<file path="config.mk">
export PLATFORM = sky130hd
export DESIGN_NAME = skid_buf_i8
export DESIGN_NICKNAME = d
export VERILOG_FILES = /design/src/rtl/skid_buf_i8_pkg.sv /design/src/rtl/skid_buf_i8_en_reg.sv /design/src/rtl/skid_buf_i8.sv
export SDC_FILE = /design/constraint.sdc
export NUM_CORES = 1
export LEC_CHECK = 0
export CORE_MARGIN = 2
export CORE_UTILIZATION = 50
export CTS_BUF_LIST = sky130_fd_sc_hd__clkbuf_4 sky130_fd_sc_hd__clkbuf_8 sky130_fd_sc_hd__clkbuf_16
export DETAILED_ROUTE_END_ITERATION = 8
export PLACE_DENSITY_LB_ADDON = 0.08
export SYNTH_ARGS = -nofsm -noshare
export SYNTH_HDL_FRONTEND = slang
export SYNTH_SLANG_ARGS = --single-unit
</file>
<file path="constraint.sdc">
create_clock -name clock -period 2.6 [get_ports clock]
set_clock_uncertainty 0.2 [all_clocks]
set_input_delay 0.52 -clock clock [delete_from_list [all_inputs] [get_ports clock]]
set_output_delay 0.52 -clock clock [all_outputs]
set_load 0.02 [all_outputs]
</file>
<file path="src/rtl/skid_buf_i8_pkg.sv">
// skid_pkg: state encoding and default parameters shared by the skid buffer files
package skid_pkg;
    typedef enum logic [1:0] {EMPTY = 2'd0, BUSY = 2'd1, FULL = 2'd2} state_t;
    localparam int DEF_WIDTH = 8;
    localparam int DEF_INIT = 3;
endpackage

</file>
<file path="src/rtl/skid_buf_i8_en_reg.sv">
// en_reg: register with synchronous reset to INIT and load enable
module en_reg
    import skid_pkg::*;
#(
    parameter int WIDTH = DEF_WIDTH,
    parameter logic [WIDTH-1:0] INIT = WIDTH'(DEF_INIT)
) (
    input  logic             clock,
    input  logic             reset,
    input  logic             en,
    input  logic [WIDTH-1:0] d,
    output logic [WIDTH-1:0] q
);
    always_ff @(posedge clock)
        if (reset) q <= INIT;
        else if (en) q <= d;
endmodule

</file>
<file path="src/rtl/skid_buf_i8.sv">
// skid_buf_i8: two-entry valid/ready skid buffer with registered in_ready and outputs
module skid_buf_i8
    import skid_pkg::*;
#(
    parameter int WIDTH = DEF_WIDTH,
    parameter logic [WIDTH-1:0] INIT = WIDTH'(DEF_INIT)
) (
    input  logic             clock,
    input  logic             reset,
    input  logic [WIDTH-1:0] in_data,
    input  logic             in_valid,
    output logic             in_ready,
    output logic [WIDTH-1:0] out_data,
    output logic             out_valid,
    input  logic             out_ready
);
    logic [1:0] state;
    state_t st, nxt;
    logic in_fire, out_fire, load_main, load_skid, sel_skid;
    logic [WIDTH-1:0] skid, main_d;
    // the unused encoding 2'd3 behaves exactly like EMPTY
    assign st = (state == BUSY || state == FULL) ? state_t'(state) : EMPTY;
    always_ff @(posedge clock)
        if (reset) state <= EMPTY;
        else state <= nxt;
    always_comb begin
        nxt = (st == FULL) ? (out_fire ? BUSY : FULL) :
              (st == BUSY) ? ((in_fire && !out_fire) ? FULL : (!in_fire && out_fire) ? EMPTY : BUSY) :
              (in_fire ? BUSY : EMPTY);
    end
    always_comb begin
        in_ready  = (st != FULL) && !reset;
        out_valid = (st != EMPTY);
        in_fire   = in_valid && in_ready;
        out_fire  = out_valid && out_ready;
        load_skid = (st == BUSY) && in_fire && !out_fire;
        load_main = (in_fire && (st == EMPTY || out_fire)) || (st == FULL && out_fire);
        sel_skid  = (st == FULL);
    end
    assign main_d = sel_skid ? skid : in_data;
    en_reg #(.WIDTH(WIDTH), .INIT(INIT)) u_main (
        .clock(clock), .reset(reset), .en(load_main), .d(main_d), .q(out_data)
    );
    en_reg #(.WIDTH(WIDTH), .INIT(INIT)) u_skid (
        .clock(clock), .reset(reset), .en(load_skid), .d(in_data), .q(skid)
    );
endmodule
</file>
== Word level (Yosys, flattened, before mapping) ==
Index checks and enable logic that the tools add are counted.

* Add/subtract/negate cells: 0
* $mul: 0
* Div/mod/pow operators: 0
* Order comparisons: 0
* Equal/unequal tests: 5
* Shift-type cells: 0
* Muxes and demuxes: 8
* Bitwise operators: 0
* Reductions and logical operators: 17

{| class="wikitable"
|+ Operator list
! cell !! number
|-
| 2-bit two-way mux || 5
|-
| 1-bit logical AND || 9
|-
| 8-bit two-way mux || 1
|-
| 2-bit by 1-bit == test with 1-bit output, second input constant || 2
|-
| 2-bit == test, second input constant || 2
|-
| 1-bit logical NOT || 3
|-
| 1-bit logical OR || 3
|-
| 2-bit logical NOT || 1
|-
| 1-bit two-way mux || 2
|-
| 2-bit inequality test, second input constant || 1
|-
| 2-bit nonzero test || 1
|}

* Flip-flop bits (word level): 18
* Latch bits: 0
* RAM bits: 0
* ROM bits: 0
* Input bits: 12
* Output and inout bits: 10
* Word-level logic and storage cells: 33
* Memories: 0

== Logic depth before layout (Yosys ltp) ==
Gate-level depths: netlist (run 1).

* Word-level depth: 12
* Gate-level depth with buffers: 7
* Gate-level depth less buffers: 6

== Modules after synthesis ==
Synthesis (run 1) repeated with hierarchy kept, for this count alone.

* Cells, all modules: 82
* Area, all modules: 885.8 sq um

{| class="wikitable"
|+ Modules (own cells, without submodules)
! module !! instances !! cells each !! area an instance (sq um) !! seq. area each (sq um)
|-
| en_reg || 2 || 26 || 292.8 || 160.2
|-
| skid_buf_i8 || 1 || 30 || 300.3 || 40.0
|}

== Worst setup path before layout (run 1) ==
No wires, ideal clock.

* Path type: reg2out
* From: reg state[0]
* To: out in_ready
* Data arrival time: 1.166 ns
* Data required time: 1.880 ns
* Slack: 0.714 ns
* Cell stages (with the launch flop): 6
* Path buffers: 2
* Path through: dfxtp_1 inv_1 ha_1 buf_6 buf_2 nor2_1

* Word-level cells in the longest chain between the ends: 5
* Elaborated cells on any way between the ends: 6
* Those cells by class: eq/ne: 3; mux: 1; reduce/logical: 2

{| class="wikitable"
|+ Ends and longest elaborated chain
! what !! line !! source
|-
| start, declared || skid_buf_i8.sv:17 || <nowiki>logic [1:0] state;</nowiki>
|-
| start signal, assigned || skid_buf_i8.sv:25 || <nowiki>else state <= nxt;</nowiki>
|-
| 2-bit by 1-bit == test with 1-bit output / 2-bit == test (equally long branches) || skid_buf_i8.sv:22 || <nowiki>assign st = (state == BUSY || state == FULL) ? state_t'(state) : EMPTY;</nowiki>
|-
| 1-bit logical OR || skid_buf_i8.sv:22 ||
|-
| 2-bit two-way mux * || skid_buf_i8.sv:22 ||
|-
| 2-bit inequality test * || skid_buf_i8.sv:32 || <nowiki>in_ready = (st != FULL) && !reset;</nowiki>
|-
| 1-bit logical AND * || skid_buf_i8.sv:32 ||
|-
| end, declared || skid_buf_i8.sv:12 || <nowiki>output logic in_ready,</nowiki>
|}

Mark *: on every way between the ends. The rest lies on a longest branch, timed or not.

== Worst setup path after layout (run 1) ==
* From: in reset
* To: out in_ready

* Word-level cells in the longest chain between the ends: 2

{| class="wikitable"
|+ Ends and longest elaborated chain
! what !! line !! source
|-
| start, declared || skid_buf_i8.sv:9 || <nowiki>input logic reset,</nowiki>
|-
| 1-bit logical NOT || skid_buf_i8.sv:32 ||
|-
| 1-bit logical AND || skid_buf_i8.sv:32 ||
|}

No other way between the ends.

==> results of run 1 <==
==> layer usage <==
metal | vias up | global-route usage (%) | part of all wire (%)
li1 | 354 | - | -
met1 | 313 | 18.0 | 46
met2 | 12 | 28.4 | 48
met3 | 2 | 6.04 | 5.2
met4 | 0 | 4.86 | 0.76
met5 | - | 0 | 0
==> stage by stage <==
| stage | worst slack [ns] | cells | area [um^2] |
|---|---|---|---|
| detailed placement | 0.147 | 136 | 1180 |
| CTS | 0.144 | 140 | 1210 |
| global placement | 0.153 | 136 | 1180 |
| floorplan | 0.714 | 93 | 953 |
| finish | 0.162 | 140 | 1210 |
| global route | 0.101 | 140 | 1210 |
==> flip-flops by register name, indices dropped and copies added, names as in the netlist <==
name,count
state,2
u_main.q,8
u_skid.q,8
==> power by group through the flow <==
stage | sequential [mW] | clock, mW | combinational [mW]
floorplan | 0.317 | 0 | 0.0779
global placement | 0.307 | 0 | 0.138
detailed placement | 0.308 | 0 | 0.142
CTS | 0.302 | 0.173 | 0.142
global route | 0.303 | 0.185 | 0.152
finish | 0.301 | 0.167 | 0.141
==> final cells by class <==
class | count | share of cell area, %
Clock buffer | 4 | 2.99
Inverter | 5 | 1.55
Multi-Input combinational cell | 65 | 44.6
Sequential cell | 18 | 29.7
Tap cell | 25 | 2.58
Timing Repair Buffer | 23 | 18.6
==> logic make-up (layout without fill, tap and decap cells) <==
family	count (synthesis)	count (layout)	share of synthesized area (%)
AOI/OAI and AO/OA	5	5	5.12
and+or+nand+nor	35	35	23.1
buffers and inverters	10	32	5.38
DFF	18	18	37.8
muxes	22	22	24.7
adders and majority gates	3	3	3.94
==> cells in the mapped netlist <==
cell type                   n  share of area (%)
sky130_fd_sc_hd__nor2b_1   10                6.6
sky130_fd_sc_hd__a211oi_1   3                2.4
sky130_fd_sc_hd__clkbuf_1   1               0.39
sky130_fd_sc_hd__dfxtp_1   18                 38
sky130_fd_sc_hd__nand2_1    2               0.79
sky130_fd_sc_hd__ha_1       3                3.9
sky130_fd_sc_hd__inv_1      5                2.0
sky130_fd_sc_hd__nand3b_1   1               0.79
sky130_fd_sc_hd__mux2i_1   10                 10
sky130_fd_sc_hd__buf_6      1                1.2
sky130_fd_sc_hd__nor3b_1    1               0.79
sky130_fd_sc_hd__nand2b_1   1               0.66
sky130_fd_sc_hd__nand3_4    1                1.8
sky130_fd_sc_hd__and2b_1    6                4.7
sky130_fd_sc_hd__or2_2      1               0.66
sky130_fd_sc_hd__o211ai_4   1                2.2
sky130_fd_sc_hd__buf_4      1               0.79
sky130_fd_sc_hd__a21oi_1    1               0.52
sky130_fd_sc_hd__nor2_1    11                4.3
sky130_fd_sc_hd__mux2_2    12                 14
sky130_fd_sc_hd__nor3b_4    1                2.0
sky130_fd_sc_hd__buf_2      2                1.0
==> path summary, 6_finish.rpt <==
check / to / slack [ns] / depth (start not counted)
worst max-delay path: in_ready / 0.16 / 3
worst min-delay path: u_main.q[1]$_SDFFE_PP1P_ / 0.32 / 2
worst max register to register: state[0]$_SDFF_PP0_ / 0.61 / 7
worst min register to register: u_main.q[1]$_SDFFE_PP1P_ / 0.32 / 2
==> worst min-delay path, cell delays in order, from the launching register on <==
cell	delay (ns)
sky130_fd_sc_hd__dfxtp_1	0.32
sky130_fd_sc_hd__nor2_1	0.09
sky130_fd_sc_hd__mux2i_1	0.07
==> summary.txt, run 1 <==
Die
  – I/O pin count: 22
  – Floorplan core area: 0.00176 mm^2
  – Die area: 0.00227 mm^2
  – Initial core utilization: 54.0%
  – Vert. Die Dim: 47.7 um
  – Placement Rows: 15
  – Overall die width: 47.7 um

Setup path
  – Most repeated library cell on the critical path: sky130_fd_sc_hd__clkdlybuf4s50_1
  – Worst stage delay on the critical path: 0.62 ns
  – Slowest-stage cell, CP: sky130_fd_sc_hd__clkdlybuf4s50_1
  – Crit-path max FO: 3
  – Type of element capturing the critical path: primary output
  – Crit path cell chain: clkdlybuf4s50_1 -> nor2_1 -> clkdlybuf4s50_1
  – WP buf/inv: 2
  – Source of the critical timing path: reset
  – Worst EP required: 1.88 ns
  – Dominant delay contributor by cell family on the critical path: buffers and inverters
  – Source of the worst register-to-register timing path: state[0]$_SDFF_PP0_
  – Critical path startpoint category: input pin
  – CP arrival: 1.72 ns
  – Critical Setup Path Class: in -> out

Global routing
  – Number of antenna violations at the first check in global routing: 0
  – Vias in the first global route: 608
  – Maximum number of pins on one net before global-route repair: 28
  – Remaining global-route overflow: 0
  – Global Route Usage Sum: 16.1%
  – Global-route wire length before repair: 2500 um

Layout
  – Layout overhead on the synthesized area: 27.3%
  – Utilization of the core after routing: 68.8%
  – Filler cell count in the final layout: 158
  – Share of cells above drive strength 1: 19.1%
  – Net total in the final layout: 131
  – Commonest non-fill, non-tap cell in the layout: sky130_fd_sc_hd__clkdlybuf4s50_1
  – FF/Latch Area: 360 um^2
  – Highest-count cells in the layout ignoring fill and taps: 21 x sky130_fd_sc_hd__clkdlybuf4s50_1, 18 x sky130_fd_sc_hd__dfxtp_1, 12 x sky130_fd_sc_hd__mux2_2, 11 x sky130_fd_sc_hd__nor2_1
  – Number of antenna cells inserted: 0
  – Combined area of the multi-input logic cells: 542 um^2

Routing
  – Vias per Instance: 4.86
  – 1st-pass router iterations: 4
  – Aggregate routed wire length: 1590 um
  – Number of vias after detailed routing: 681
  – Remaining antenna violation count: 0
  – Count of unresolved DRC violations after routing: 0
  – DR iter-0 viols: 6
  – Post-detailed-route wirelength per cell: 11.3 um

Clock network
  – H-tree Lvls: 1
  – TritonCTS buffer count: 3
  – Post CTS Setup Buffer Count: 0
  – CTS sink count: 18
  – Cell at the root of the clock tree: sky130_fd_sc_hd__clkbuf_4
  – TritonCTS clock tree: done
  – Clock latency reported for the late side of the worst-skew pair: 0.29 ns
  – Clock edge transition at the registers on the reported setup and hold paths: 0.10 ns
  – Hold buffer count at CTS: 0
  – # resized after CTS: 0
  – CTS Buffer Depth: 2

Pwr
  – Max rail drop VDD: 0.376 mV
  – Combinational group share of total power: 23.1%
  – Pwr Total: 609 uW
  – Switch Pwr: 154 uW
  – Sequential group share of total power: 49.5%
  – Internal power: 455 uW
  – Clock network fraction of design power: 27.4%
  – Leak pwr: 0.518 nW
  – Switching fraction of total power: 25.3%
  – Power density over cell area: 502 mW/mm^2

Job
  – Total of max-cap violations: 0

Timing
  – Endpoints failing setup: 0
  – Fin Hold WS: 0.322 ns
  – Relative slew slack: 74.1%
  – Clock period minus worst slack: 2.44 ns
  – Worst slew pin tran: 0.387 ns
  – Final number of hold-violating endpoints: 0
  – Timing-limited maximum frequency: 0.410 GHz
  – Count of pins over their slew limit: 0
  – Post-Route Setup TNS: 0 ns
  – RSZ-0062 raised after global routing: no
  – Final cycle utilization of the critical path: 93.8%

Placed design
  – Global placement routability congestion: 0.768
  – Number of buffer cells added on primary ports: 21
  – HPWL Detailed: 1220 um

Synthesis
  – Cells after synthesis: 93
  – Post-synthesis net count: 108
  – Fraction of the yosys area taken by sequential cells: 37.8%
  – Syn_area_per_cell: 10.3 um^2
  – Syn Std Cell Area: 953 um^2
  – Unique cell type count in the Yosys netlist: 22
  – Flop and latch count out of synthesis: 18
  – Yosys warning total: 0

Hold path
  – Class of the tightest hold or removal check: reg -> reg
  – Origin of the worst min-delay path: u_main.q[1]$_SDFFE_PP1P_

Status
  – Status: finished, final reports clean
No activity file was read; power rests on OpenSTA's default activity.
==> run 2, diff against run 1 <==
--- a/config.mk
+++ b/config.mk
@@ -5,10 +5,12 @@
 export SDC_FILE = /design/constraint.sdc
 export NUM_CORES = 1
 export LEC_CHECK = 0
+export ABC_AREA = 1
 export CORE_MARGIN = 2
 export CORE_UTILIZATION = 50
 export CTS_BUF_LIST = sky130_fd_sc_hd__clkbuf_4 sky130_fd_sc_hd__clkbuf_8 sky130_fd_sc_hd__clkbuf_16
 export DETAILED_ROUTE_END_ITERATION = 8
+export DONT_BUFFER_PORTS = 1
 export PLACE_DENSITY_LB_ADDON = 0.08
 export SYNTH_ARGS = -nofsm -noshare
 export SYNTH_HDL_FRONTEND = slang
==> summary.txt, run 2 <==
Synthesis
  – Flop and latch count out of synthesis: 18
  – Fraction of the yosys area taken by sequential cells: 38.1%
  – Syn_area_per_cell: 6.66 um^2
  – Post-synthesis adder-cell area fraction: 3.97%
  – Number of enable-type register cells in the synthesized netlist: 0
  – Area fraction in compound gates after synthesis: 8.47%
  – Multiplexer area fraction after synthesis: 0%
  – Cell with the most instances after synthesis: sky130_fd_sc_hd__nand2_1
  – Yosys warning total: 0
  – Most used DFF post-synth: sky130_fd_sc_hd__dfxtp_1
  – Post-synthesis net count: 157
  – Combinational family with the most area after synthesis: simple AND/OR/NAND/NOR gates
  – Unique cell type count in the Yosys netlist: 17
  – Top cells by count, synth: 39 x sky130_fd_sc_hd__nand2_1, 21 x sky130_fd_sc_hd__inv_1, 21 x sky130_fd_sc_hd__nor2_1
  – Cells after synthesis: 142
  – Area share of and/or/nand/nor cells after synthesis: 36.1%
  – Main area contributors after synthesis: sky130_fd_sc_hd__dfxtp_1 38%, sky130_fd_sc_hd__nand2_1 15%, sky130_fd_sc_hd__inv_1 8.3%
  – Synthesized-area fraction occupied by xor and xnor cells: 0%
  – Synth top area share: 38.1%
  – Async set-reset flop share out of synthesis: 0%
  – Syn Std Cell Area: 946 um^2
  – Leading area contributor after synthesis: sky130_fd_sc_hd__dfxtp_1

Layout
  – Final std cell area, no fill: 977 um^2
  – Net total in the final layout: 157
  – Number of antenna cells inserted: 0
  – Registers with the most flip-flops: u_main.q x8, u_skid.q x8, state x2
  – Non-filler instance count after layout: 166
  – Highest-count cells in the layout ignoring fill and taps: 39 x sky130_fd_sc_hd__nand2_1, 21 x sky130_fd_sc_hd__inv_1, 21 x sky130_fd_sc_hd__nor2_1, 18 x sky130_fd_sc_hd__dfxtp_1, 12 x sky130_fd_sc_hd__nand3_1
  – Filler cell count in the final layout: 194
  – Utilization of the core after routing: 56.0%
  – Share of cells above drive strength 1: 7.09%
  – Commonest non-fill, non-tap cell in the layout: sky130_fd_sc_hd__nand2_1
  – Layout overhead on the synthesized area: 3.31%

Placed design
  – Global placement routability congestion: 0.771
  – Total placed cells including tap cells: 162
  – Number of buffer cells added on primary ports: 0
  – Placed standard-cell area: 941 um^2
  – HPWL Detailed: 1290 um

Setup path
  – Worst EP required: 1.88 ns
  – Number of cells on the worst reg-to-reg path: 9
  – FF-to-FF End: state[0]$_SDFF_PP0_
  – R2r setup slk: 0.69 ns
  – Critical path startpoint category: flip-flop
  – CP arrival: 1.22 ns
  – Crit-path max FO: 4
  – Type of element capturing the critical path: primary output
  – Critical Setup Path Class: reg -> out
  – Source of the worst register-to-register timing path: state[0]$_SDFF_PP0_

Timing
  – Relative slew slack: 67.9%
  – RSZ-0062 raised after global routing: no
  – Worst slew pin tran: 0.478 ns
  – Endpoints failing setup: 0
  – Post-Route Setup TNS: 0 ns
  – Clock period minus worst slack: 1.94 ns
  – Final cycle utilization of the critical path: 74.6%
  – Timing-limited maximum frequency: 0.515 GHz
  – Final number of hold-violating endpoints: 0
  – Count of pins over their slew limit: 0

Hold path
  – Class of the tightest hold or removal check: in -> reg
  – Origin of the worst min-delay path: reset
  – Count of cells along the worst hold path: 1
  – Endpoint of the worst hold-timing path: state[0]$_SDFF_PP0_

Global routing
  – Global Route Usage Sum: 17.7%
  – Remaining global-route overflow: 0
  – Vias in the first global route: 648
  – Global-route wire length before repair: 2720 um
  – Number of antenna violations at the first check in global routing: 0
  – Maximum number of pins on one net before global-route repair: 20

Pwr
  – Power density over cell area: 577 mW/mm^2
  – Leak pwr: 0.466 nW
  – Pwr Total: 564 uW
  – Max rail drop VDD: 0.387 mV

Clock network
  – Cell at the root of the clock tree: sky130_fd_sc_hd__clkbuf_4
  – H-tree Lvls: 1
  – TritonCTS clock tree: done
  – # resized after CTS: 0
  – Clock latency reported for the late side of the worst-skew pair: 0.30 ns
  – Hold buffer count at CTS: 0
  – Post CTS Setup Buffer Count: 0
  – Clock edge transition at the registers on the reported setup and hold paths: 0.11 ns
  – CTS Buffer Depth: 2
  – TritonCTS buffer count: 3
  – CTS sink count: 18

Job
  – Total of max-cap violations: 0

Die
  – Die area: 0.00226 mm^2
  – Initial core utilization: 54.2%
  – Overall die width: 47.5 um
  – Vert. Die Dim: 47.5 um
  – I/O pin count: 22
  – Placement Rows: 15
  – Floorplan core area: 0.00175 mm^2

Routing
  – Count of unresolved DRC violations after routing: 0
  – Vias per Instance: 4.81
  – Remaining antenna violation count: 0
  – Post-detailed-route wirelength per cell: 10.7 um
  – 1st-pass router iterations: 4
  – DR iter-0 viols: 9
  – Aggregate routed wire length: 1780 um
  – Number of vias after detailed routing: 799

Status
  – Status: finished, final reports clean
==> run 2: cell types whose count changed in the layout (fill, tap and decap cells not counted), sizes merged, moves of 3 or more <==
cell | previous run | this run
nand3 | 1 | 14
a21oi | 1 | 8
a211oi | 3 | 0
nand2 | 2 | 40
mux2i | 10 | 0
o21ai | 0 | 8
inv | 5 | 21
clkdlybuf4s50 | 21 | 0
nor2b | 10 | 0
nor2 | 11 | 23
mux2 | 12 | 0
and2b | 6 | 0
==> run 2: cell families after synthesis <==
family,after synthesis
fa+ha+maj,3
simple gates,77
compound gates,16
flops,18
buf+inv,28
==> run 2: routing by layer <==
layer / vias to the layer above / part of all wire, % / GRT usage [%] / routed length [um]
met2: 18 / 44 / 27.8 / 777
li1: 431 / - / - / -
met1: 348 / 48 / 21.4 / 856
met3: 2 / 7.4 / 8.68 / 131
met4: 0 / 0.73 / 5.00 / 13
met5: - / 0 / 0 / 0
==> run 2: how the worst max path moves through the flow <==
stage / start / endpoint / cells past startpoint
after floorplan: state[0]$_SDFF_PP0_ / state[0]$_SDFF_PP0_ / 9
after global placement: state[0]$_SDFF_PP0_ / state[0]$_SDFF_PP0_ / 9
after detailed placement: state[0]$_SDFF_PP0_ / state[0]$_SDFF_PP0_ / 9
after CTS: state[0]$_SDFF_PP0_ / out_valid / 3
after global routing: state[0]$_SDFF_PP0_ / u_skid.q[1]$_SDFFE_PP1P_ / 9
final: state[0]$_SDFF_PP0_ / out_valid / 3
==> run 2: per-stage QoR <==
step / setup slack (ns) / hold slack, ns
finish: 0.660 / 0.0704
global route: 0.547 / 0.0606
CTS: 0.654 / 0.0687
detailed placement: 0.697 / 0.252
global placement: 0.745 / 0.239
floorplan: 0.804 / 0.229
==> run 2: area by class of cell <==
class,count,area [um^2],area share [%]
Clock buffer,4,36.3,3.71
Inverter,22,82.6,8.45
Multi-Input combinational cell,96,459,47.0
Tap cell,25,31.3,3.20
Sequential cell,18,360,36.9
Timing Repair Buffer,1,7.51,0.768
==> run 2: critical path, stage by stage (launching register included) <==
cell                      delay (ns)
sky130_fd_sc_hd__dfxtp_1        0.35
sky130_fd_sc_hd__inv_1          0.05
sky130_fd_sc_hd__ha_1           0.28
sky130_fd_sc_hd__inv_1          0.24
==> run 2: where the power goes <==
part	internal (mW)	switching [mW]	leakage, nW
Combinational	0.0265	0.0510	0.298
Sequential	0.292	0.0213	0.147
Clock	0.0854	0.0877	0.0210
Total	0.404	0.160	0.466
==> run 3, diff against run 2 <==
==> constraint.sdc (replaced) <==
create_clock -name clock -period 1.8 [get_ports clock]
set_clock_uncertainty 0.2 [all_clocks]
set_input_delay 0.36 -clock clock [delete_from_list [all_inputs] [get_ports clock]]
set_output_delay 0.36 -clock clock [all_outputs]
set_load 0.02 [all_outputs]
==> summary.txt, run 3 (synthesis results as in run 2) <==
Die
  – Die area: 0.00226 mm^2
  – Floorplan core area: 0.00175 mm^2
  – Overall die width: 47.5 um
  – I/O pin count: 22
  – Initial core utilization: 54.2%
  – Vert. Die Dim: 47.5 um
  – Placement Rows: 15

Pwr
  – Switch Pwr: 238 uW
  – Switching fraction of total power: 28.3%
  – Combinational group share of total power: 16.2%
  – Sequential group share of total power: 53.9%
  – Clock network fraction of design power: 29.9%
  – Leak pwr: 0.505 nW
  – Internal power: 603 uW
  – Max rail drop VDD: 0.450 mV
  – Power density over cell area: 791 mW/mm^2

Routing
  – Count of unresolved DRC violations after routing: 0
  – 1st-pass router iterations: 4
  – Vias per Instance: 4.82
  – Remaining antenna violation count: 0
  – Aggregate routed wire length: 1820 um
  – Number of vias after detailed routing: 839
  – DR iter-0 viols: 15
  – Post-detailed-route wirelength per cell: 10.4 um

Layout
  – Non-filler instance count after layout: 174
  – Net total in the final layout: 165
  – Layout overhead on the synthesized area: 12.3%
  – Highest-count cells in the layout ignoring fill and taps: 39 x sky130_fd_sc_hd__nand2_1, 21 x sky130_fd_sc_hd__nor2_1, 20 x sky130_fd_sc_hd__inv_1, 17 x sky130_fd_sc_hd__dfxtp_1, 12 x sky130_fd_sc_hd__nand3_1
  – Registers with the most flip-flops: u_main.q x8, u_skid.q x8, state x2
  – Share of cells above drive strength 1: 12.1%
  – Commonest non-fill, non-tap cell in the layout: sky130_fd_sc_hd__nand2_1
  – Number of antenna cells inserted: 0

Timing
  – Post-Route Setup TNS: 0 ns
  – Final cycle utilization of the critical path: 96.4%
  – Final number of hold-violating endpoints: 0
  – Count of pins over their slew limit: 0
  – Endpoints failing setup: 0
  – Relative slew slack: 68.8%
  – Timing-limited maximum frequency: 0.576 GHz
  – Worst slew pin tran: 0.465 ns
  – Clock period minus worst slack: 1.73 ns

Setup path
  – Number of cells on the worst reg-to-reg path: 9
  – CP arrival: 1.17 ns
  – Dominant delay contributor by cell family on the critical path: flip-flops
  – Source of the worst register-to-register timing path: state[0]$_SDFF_PP0_
  – Depth of the critical timing path with buffers and inverters included: 4
  – Critical path destination: out_valid
  – FF-to-FF End: state[0]$_SDFF_PP0_
  – Source of the critical timing path: state[0]$_SDFF_PP0_
  – Critical Setup Path Class: reg -> out
  – R2r setup slk: 0.10 ns
  – Type of element capturing the critical path: primary output
  – Slowest-stage cell, CP: sky130_fd_sc_hd__dfxtp_2
  – Worst EP required: 1.24 ns
  – Crit path cell chain: inv_1 -> ha_1 -> inv_2 -> buf_4
  – WP buf/inv: 3
  – Critical path startpoint category: flip-flop
  – Crit-path max FO: 4
  – Worst stage delay on the critical path: 0.35 ns

Job
  – Total of max-cap violations: 0

Global routing
  – Global-route wire length before repair: 2770 um
  – Maximum number of pins on one net before global-route repair: 20
  – Remaining global-route overflow: 0
  – Vias in the first global route: 650
  – Number of antenna violations at the first check in global routing: 0
  – Global Route Usage Sum: 18.2%

Status
  – Status: finished, final reports clean

Clock network
  – Clock latency reported for the late side of the worst-skew pair: 0.29 ns
  – TritonCTS buffer count: 3
  – Clock edge transition at the registers on the reported setup and hold paths: 0.11 ns
  – TritonCTS clock tree: done
  – Cell at the root of the clock tree: sky130_fd_sc_hd__clkbuf_4
  – CTS sink count: 18
  – CTS Buffer Depth: 2
  – H-tree Lvls: 1

Placed design
  – HPWL Detailed: 1260 um
  – Global placement routability congestion: 0.768
  – Number of buffer cells added on primary ports: 0
  – Total placed cells including tap cells: 164

Hold path
  – Class of the tightest hold or removal check: in -> reg
  – Count of cells along the worst hold path: 4
-- run 3: final cells by class --
type | instances | area [um^2]
Clock buffer | 4 | 36.3
Fill cell | 184 | 683
Inverter | 22 | 82.6
Multi-Input combinational cell | 96 | 463
Sequential cell | 18 | 362
Tap cell | 25 | 31.3
Timing Repair Buffer | 9 | 87.6
-- run 3: how the worst min path moves through the flow --
stage                                         from                        to  slack [ns]
after global routing                    in_data[5]  u_skid.q[5]$_SDFFE_PP0P_        0.09
after floorplan           u_skid.q[0]$_SDFFE_PP1P_  u_skid.q[0]$_SDFFE_PP1P_        0.23
after global placement                       reset       state[0]$_SDFF_PP0_        0.23
final                                   in_data[4]  u_skid.q[4]$_SDFFE_PP0P_        0.07
after detailed placement                     reset       state[0]$_SDFF_PP0_        0.23
after CTS                               in_data[4]  u_skid.q[4]$_SDFFE_PP0P_        0.06
-- run 3: power by group through the flow --
stage / combinational, mW / sequential [mW] / clock (mW)
4_1_cts: 0.125 / 0.453 / 0.260
3_5_place_dp: 0.118 / 0.462 / 0
5_1_grt: 0.157 / 0.457 / 0.271
2_1_floorplan: 0.0985 / 0.459 / 0
6_report: 0.136 / 0.453 / 0.251
3_3_place_gp: 0.115 / 0.462 / 0
-- run 3: repair_timing --
action                     in CTS  in global routing
pin swaps                       0                  5
setup endpoints to repair       1                 11
gates resized for setup         2                  1
hold endpoints to repair        3                  0
setup buffers                   0                  3
hold buffers                    3                  0
-- run 3: metrics by stage --
stage                     hold slack, ns  total power, mW  setup slack, ns  utilization (%)  cell area [um^2]
after CTS                         0.0603            0.838           0.0169             58.6              1020
final                             0.0665            0.841           0.0653             60.9              1060
after global placement             0.230            0.577           0.0895             54.8               956
after floorplan                    0.229            0.558          0.00367                -               946
after global routing              0.0861            0.885         -0.00230             60.9              1060
after detailed placement           0.234            0.580           0.0245             54.8               956
-- run 3: metal layers --
metal | GRT usage, % | vias up | wire [um]
met1 | 24.2 | 363 | 830
li1 | - | 445 | -
met3 | 5.28 | 2 | 121
met4 | 8.33 | 0 | 14
met2 | 27.0 | 29 | 850
met5 | 0 | - | 0
-- run 3: tightest hold or removal path, cell delays in order --
cell	delay [ns]
sky130_fd_sc_hd__inv_1	0.04
sky130_fd_sc_hd__nand2_1	0.05
sky130_fd_sc_hd__nand2_1	0.05
sky130_fd_sc_hd__nor2_1	0.03
==> RTL change 1: new RTL, flow settings as in run 1 <==
Change the package constant `DEF_WIDTH` from 8 to 12.
--- a/src/rtl/skid_buf_i8_pkg.sv
+++ b/src/rtl/skid_buf_i8_pkg.sv
@@ -2,5 +2,5 @@
 package skid_pkg;
     typedef enum logic [1:0] {EMPTY = 2'd0, BUSY = 2'd1, FULL = 2'd2} state_t;
-    localparam int DEF_WIDTH = 8;
+    localparam int DEF_WIDTH = 12;
     localparam int DEF_INIT = 3;
 endpackage
Ports: changed (resized in_data and out_data); port bits go from 22 to 30. No check against the original RTL was run, so the function may have changed too.
==> RTL change 1 against run 1 <==
- clock power grew 69%
- total power rose by 52%
- fmax down 1.7%
- register-to-register slack worse by 150 ps
- critical path depth unchanged
- cell area increased by 44%
- critical path type unchanged
- sequential cell count up 8
- routed wire length grew 51%
- worst setup slack got worse by 42 ps
- area after synthesis grew 43%
- largest power group unchanged
==> RTL change 1: results (changes against run 1) <==
Global route
  – Largest net degree at the start of global routing: 19 (-32%)
  – GR Util met2: 28.2% (-0.14 points)
  – Vias in the first global route: 931 (+53%)
  – Gr usage total: 16.9% (+0.85 points)
  – Met3 usage: 3.02% (-3.0 points)
  – Met1 Track Usage GR: 22.2% (+4.2 points)

Yosys
  – Number of synthesized register bits: 26 (+8)
  – Syn Inst Count: 127 (+37%)
  – Area contributors post-synth: dfxtp_1, mux2_4, nor2b_1

Placed design
  – Placed Area: 1690 um2 (+44%)
  – Placed Cells: 186 (+37%)
  – HPWL Detailed: 1730 um (+42%)
  – Port Buffer Count: 29 (+38%)

Critical path
  – Crit-path max FO: 4 (+1)
  – Reg2Reg Setup Slack: 460 ps (-150 ps)
  – Reg2reg path depth: 6 (-1)
  – Crit path arrival time: 1760 ps (+40 ps)

Power
  – Pleak: 0.761 nW (+47%)
  – Sequential power: 0.435 mW (+45%)
  – Internal: 0.697 mW (+53%)
  – Peak VDD IR: 0.338 mV (-10%)
  – Clock Power Share: 30.5% (+3.1 points)
  – Power Clock: 0.282 mW (+69%)

Route
  – DRT met1 WL: 1130 um (+55%)
  – Final wirelength: 2390 um (+51%)
  – Routed wire per std cell: 12.6 um (+11%)
  – Met3 Routed Length: 93 um (+12%)
  – DRT iter0 DRCs: 11 (+5)
  – Via density: 5.03 (+3.3%)

Cells and area
  – Share of cells above drive strength 1: 21.9% (+2.7 points)
  – Register Area: 520 um2 (+44%)
  – Layout Nets: 180 (+37%)
  – Sequential portion of the cell area: 29.8% (+0.13 points)
  – Nonclk buf count: 37 (+61%)
  – Biggest regs: u_main.q (12), u_skid.q (12), state (2)
  – Clk tree area frac: 3.01% (+0.021 points)
  – Post-layout util: 69.2% (+0.40 points)
  – Non-clock buffer share of cell area: 20.1% (+1.5 points)
  – Fill count: 214 (+35%)
  – Comb_multi_in: 88 (+35%)

Run status
  – Status: finished clean

Timing
  – Tmin final: 2480 ps (+42.4 ps)

Clock tree
  – Clock Latency Late Sink: 320 ps (+30 ps)
  – Clk slew on worst S/H paths: 140 ps (+40 ps)
## RTL change 1: changes by cell type after synthesis, moves of 2 or more
cell	delta
and2b_1	-6
buf_6	+2
dfxtp_1	+8
mux2_2	-8
mux2_4	+16
mux2i_1	+4
nor2_1	+4
nor2b_1	+14
## RTL change 1: logic make-up (layout without fill, tap and decap cells)
group / count (synthesis) / count (layout) / share of synthesized area [%]
buffers and inverters: 13 / 46 / 5.69
AOI/OAI and AO/OA: 5 / 5 / 3.12
and+or+nand+nor: 46 / 46 / 19.1
DFF: 26 / 26 / 38.2
muxes: 34 / 34 / 31.2
adders and majority gates: 3 / 3 / 2.75
## RTL change 1: worst min-delay path by stage
stage | endpoint | slack [ps]
after floorplan | u_skid.q[0] | 290
after global placement | u_main.q[1] | 300
after detailed placement | u_main.q[1] | 320
after CTS | u_main.q[1] | 340
after global routing | u_main.q[0] | 360
final | u_main.q[1] | 330
## RTL change 1: worst min-delay path: stages (launching register included)
cell	delay, ps
dfxtp_1	340
nor2_1	90
mux2i_1	70
==> RTL change 2: new RTL, flow settings as in run 1 <==
Without the edit above. Reset style: asynchronous (`reset`), changed in 2 clocked blocks. Comments in the files are not updated.
--- a/src/rtl/skid_buf_i8_en_reg.sv
+++ b/src/rtl/skid_buf_i8_en_reg.sv
@@ -12,5 +12,5 @@
     output logic [WIDTH-1:0] q
 );
-    always_ff @(posedge clock)
+    always_ff @(posedge clock or posedge reset)
         if (reset) q <= INIT;
         else if (en) q <= d;
--- a/src/rtl/skid_buf_i8.sv
+++ b/src/rtl/skid_buf_i8.sv
@@ -21,5 +21,5 @@
     // the unused encoding 2'd3 behaves exactly like EMPTY
     assign st = (state == BUSY || state == FULL) ? state_t'(state) : EMPTY;
-    always_ff @(posedge clock)
+    always_ff @(posedge clock or posedge reset)
         if (reset) state <= EMPTY;
         else state <= nxt;
Behaviour: differs if reset is asserted again (counterexample within 4 cycles, from zero or initial values and one cycle with reset high); with reset held inactive, the same outputs for 10 cycles.
==> RTL change 2 against run 1 <==
- routed wire length down 2.9%
- count of clock-buffer cells in the layout unchanged
- sequential cell count unchanged
- cell area is 0.93% lower
- critical path depth unchanged
- utilization is 0.84 points higher
- largest cell class is now flip-flops and latches
- area after synthesis is 3.0% lower
- critical endpoint unchanged
- highest routed layer unchanged
- worst setup slack worse by 21 ps
Power is not compared: it rests on default switching activity, and its combinational part moved more than twofold at a synthesized area within 25%.
==> RTL change 2: results (changes against run 1) <==
Critical path
  – Reg2reg path depth: 6 (-1)
  – RR Endpoint: u_main.q[5]
  – Crit-path max FO: 4 (+1)
  – Crit path arrival time: 1740 ps (+20 ps)
  – Reg2Reg Setup Slack: 670 ps (+60 ps)
  – Origin of the critical flop-to-flop path: state[0]

Yosys
  – Ys Warns: 0 (unchanged)
  – Sequential area share after synthesis: 49.3% (+11 points)
  – Area contributors post-synth: dfrtp_1, mux2_4, mux2_2
  – Ys flop type: dfrtp_1
  – Mapped Nets: 79 (-27%)
  – Synthesized area per cell: 14.4 um2 (+41%)
  – Library cells used by synthesis: 20 (-9.1%)
  – Asr flop ratio synth: 100% (+100 points)
  – Commonest cells in the netlist: dfrtp_1, mux2_2, mux2_4, mux2_1

Route
  – Final wirelength: 1540 um (-2.9%)
  – DRT iter0 DRCs: 3 (-3)
  – Routed wire per std cell: 13.4 um (+18%)
  – Via density: 4.90 (+0.82%)

Floorplan
  – Initial Util: 53.6% (-0.49 points)

Hold path
  – Worst hold start: u_skid.q[2]
  – Type of the worst min-delay path: reg2reg
  – Hold Path Depth: 1 (-1)
  – Endpoint, Worst Hold: u_skid.q[2]

Timing
  – Slew at the pin closest to its max-slew limit: 663 ps (+276 ps)
  – Setup TNS: 0 ps (unchanged)

Clock tree
  – Post-CTS Setup Inserts: 0 (unchanged)
  – Clock Latency Late Sink: 280 ps
  – Clk root buf: clkbuf_4
  – PostCTS Resize Cnt: 0 (unchanged)
  – Clock Tree Buf Depth: 2 (unchanged)
  – Clk slew on worst S/H paths: 100 ps (about the same)

Cells and area
  – Layout Nets: 106 (-19%)
  – Fill count: 137 (-13%)
  – ANT cells: 0 (unchanged)
  – Biggest regs: u_main.q (8), u_skid.q (8), state (2)
  – Share of cells above drive strength 1: 36.7% (+18 points)

Placed design
  – GP Congestion: 0.793 (+3.3%)
  – HPWL Detailed: 1150 um (-5.9%)
  – Placed Area: 1170 um2 (-0.96%)
  – Port Buffer Count: 21 (unchanged)

Global route
  – Largest net degree at the start of global routing: 19 (-32%)
  – GR Util met2: 27.1% (-1.3 points)
  – First-pass GRT wire length: 2520 um (+0.84%)
  – Met1 Track Usage GR: 22.0% (+3.9 points)
  – Vias in the first global route: 567 (-6.7%)
  – Initial antenna violation count: 0 (unchanged)
  – Gr usage total: 16.7% (+0.65 points)
  – Met3 usage: 3.46% (-2.6 points)

Run status
  – Status: finished clean

Power
  – Peak VDD IR: 0.677 mV
-- RTL change 2: routing by layer --
layer | vias up | wire length, um
met3 | 2 | 59
met1 | 277 | 720
met4 | 0 | 15
met5 | - | 0
li1 | 275 | -
met2 | 10 | 745
-- RTL change 2: worst max-delay path, cell delays in order --
cell and delay (ps):
clkdlybuf4s50_1 460, nor2_1 140, clkdlybuf4s50_1 610
-- RTL change 2: power by group --
part / switching, mW / leakage (nW) / internal (mW)
combinational: 0.326 / 0.299 / 0.448
clock: 0.0802 / 0.0210 / 0.0852
sequential: 0.0693 / 0.211 / 0.446
-- RTL change 2: worst max path at each step --
stage                   from  endpoint  slack [ps]  cells past startpoint
finish                 reset  in_ready         140                      3
global route           reset  in_ready          60                      3
CTS                    reset  in_ready         150                      3
detailed placement     reset  in_ready         150                      3
global placement       reset  in_ready         170                      3
floorplan           state[0]  state[0]         480                      8
-- RTL change 2: through the flow --
stage                     util [%]  worst slack (ps)  hold slack [ps]  power (mW)
after CTS                     69.6               145              317        1.48
after global routing          69.6              62.8              331        1.56
after floorplan                  -               478              256        1.05
after global placement        67.5               168              283        1.28
after detailed placement      67.5               146              293        1.30
final                         69.6               140              312        1.45
-- RTL change 2: kinds of logic after synthesis --
group           after synthesis  share of synthesized area [%]
buf+inv                       6                           4.06
fa+ha+maj                     3                           4.06
flops                        18                           49.3
simple gates                  9                           6.77
mux                          24                           32.5
compound gates                4                           3.38
-- RTL change 2: layout make-up --
class,count,area (um2),share of cell area [%]
Sequential cell,18,455,37.9
Clock buffer,4,36.3,3.02
Inverter,4,15.0,1.25
Tap cell,25,31.3,2.60
Timing Repair Buffer,24,233,19.4
Multi-Input combinational cell,40,432,35.9
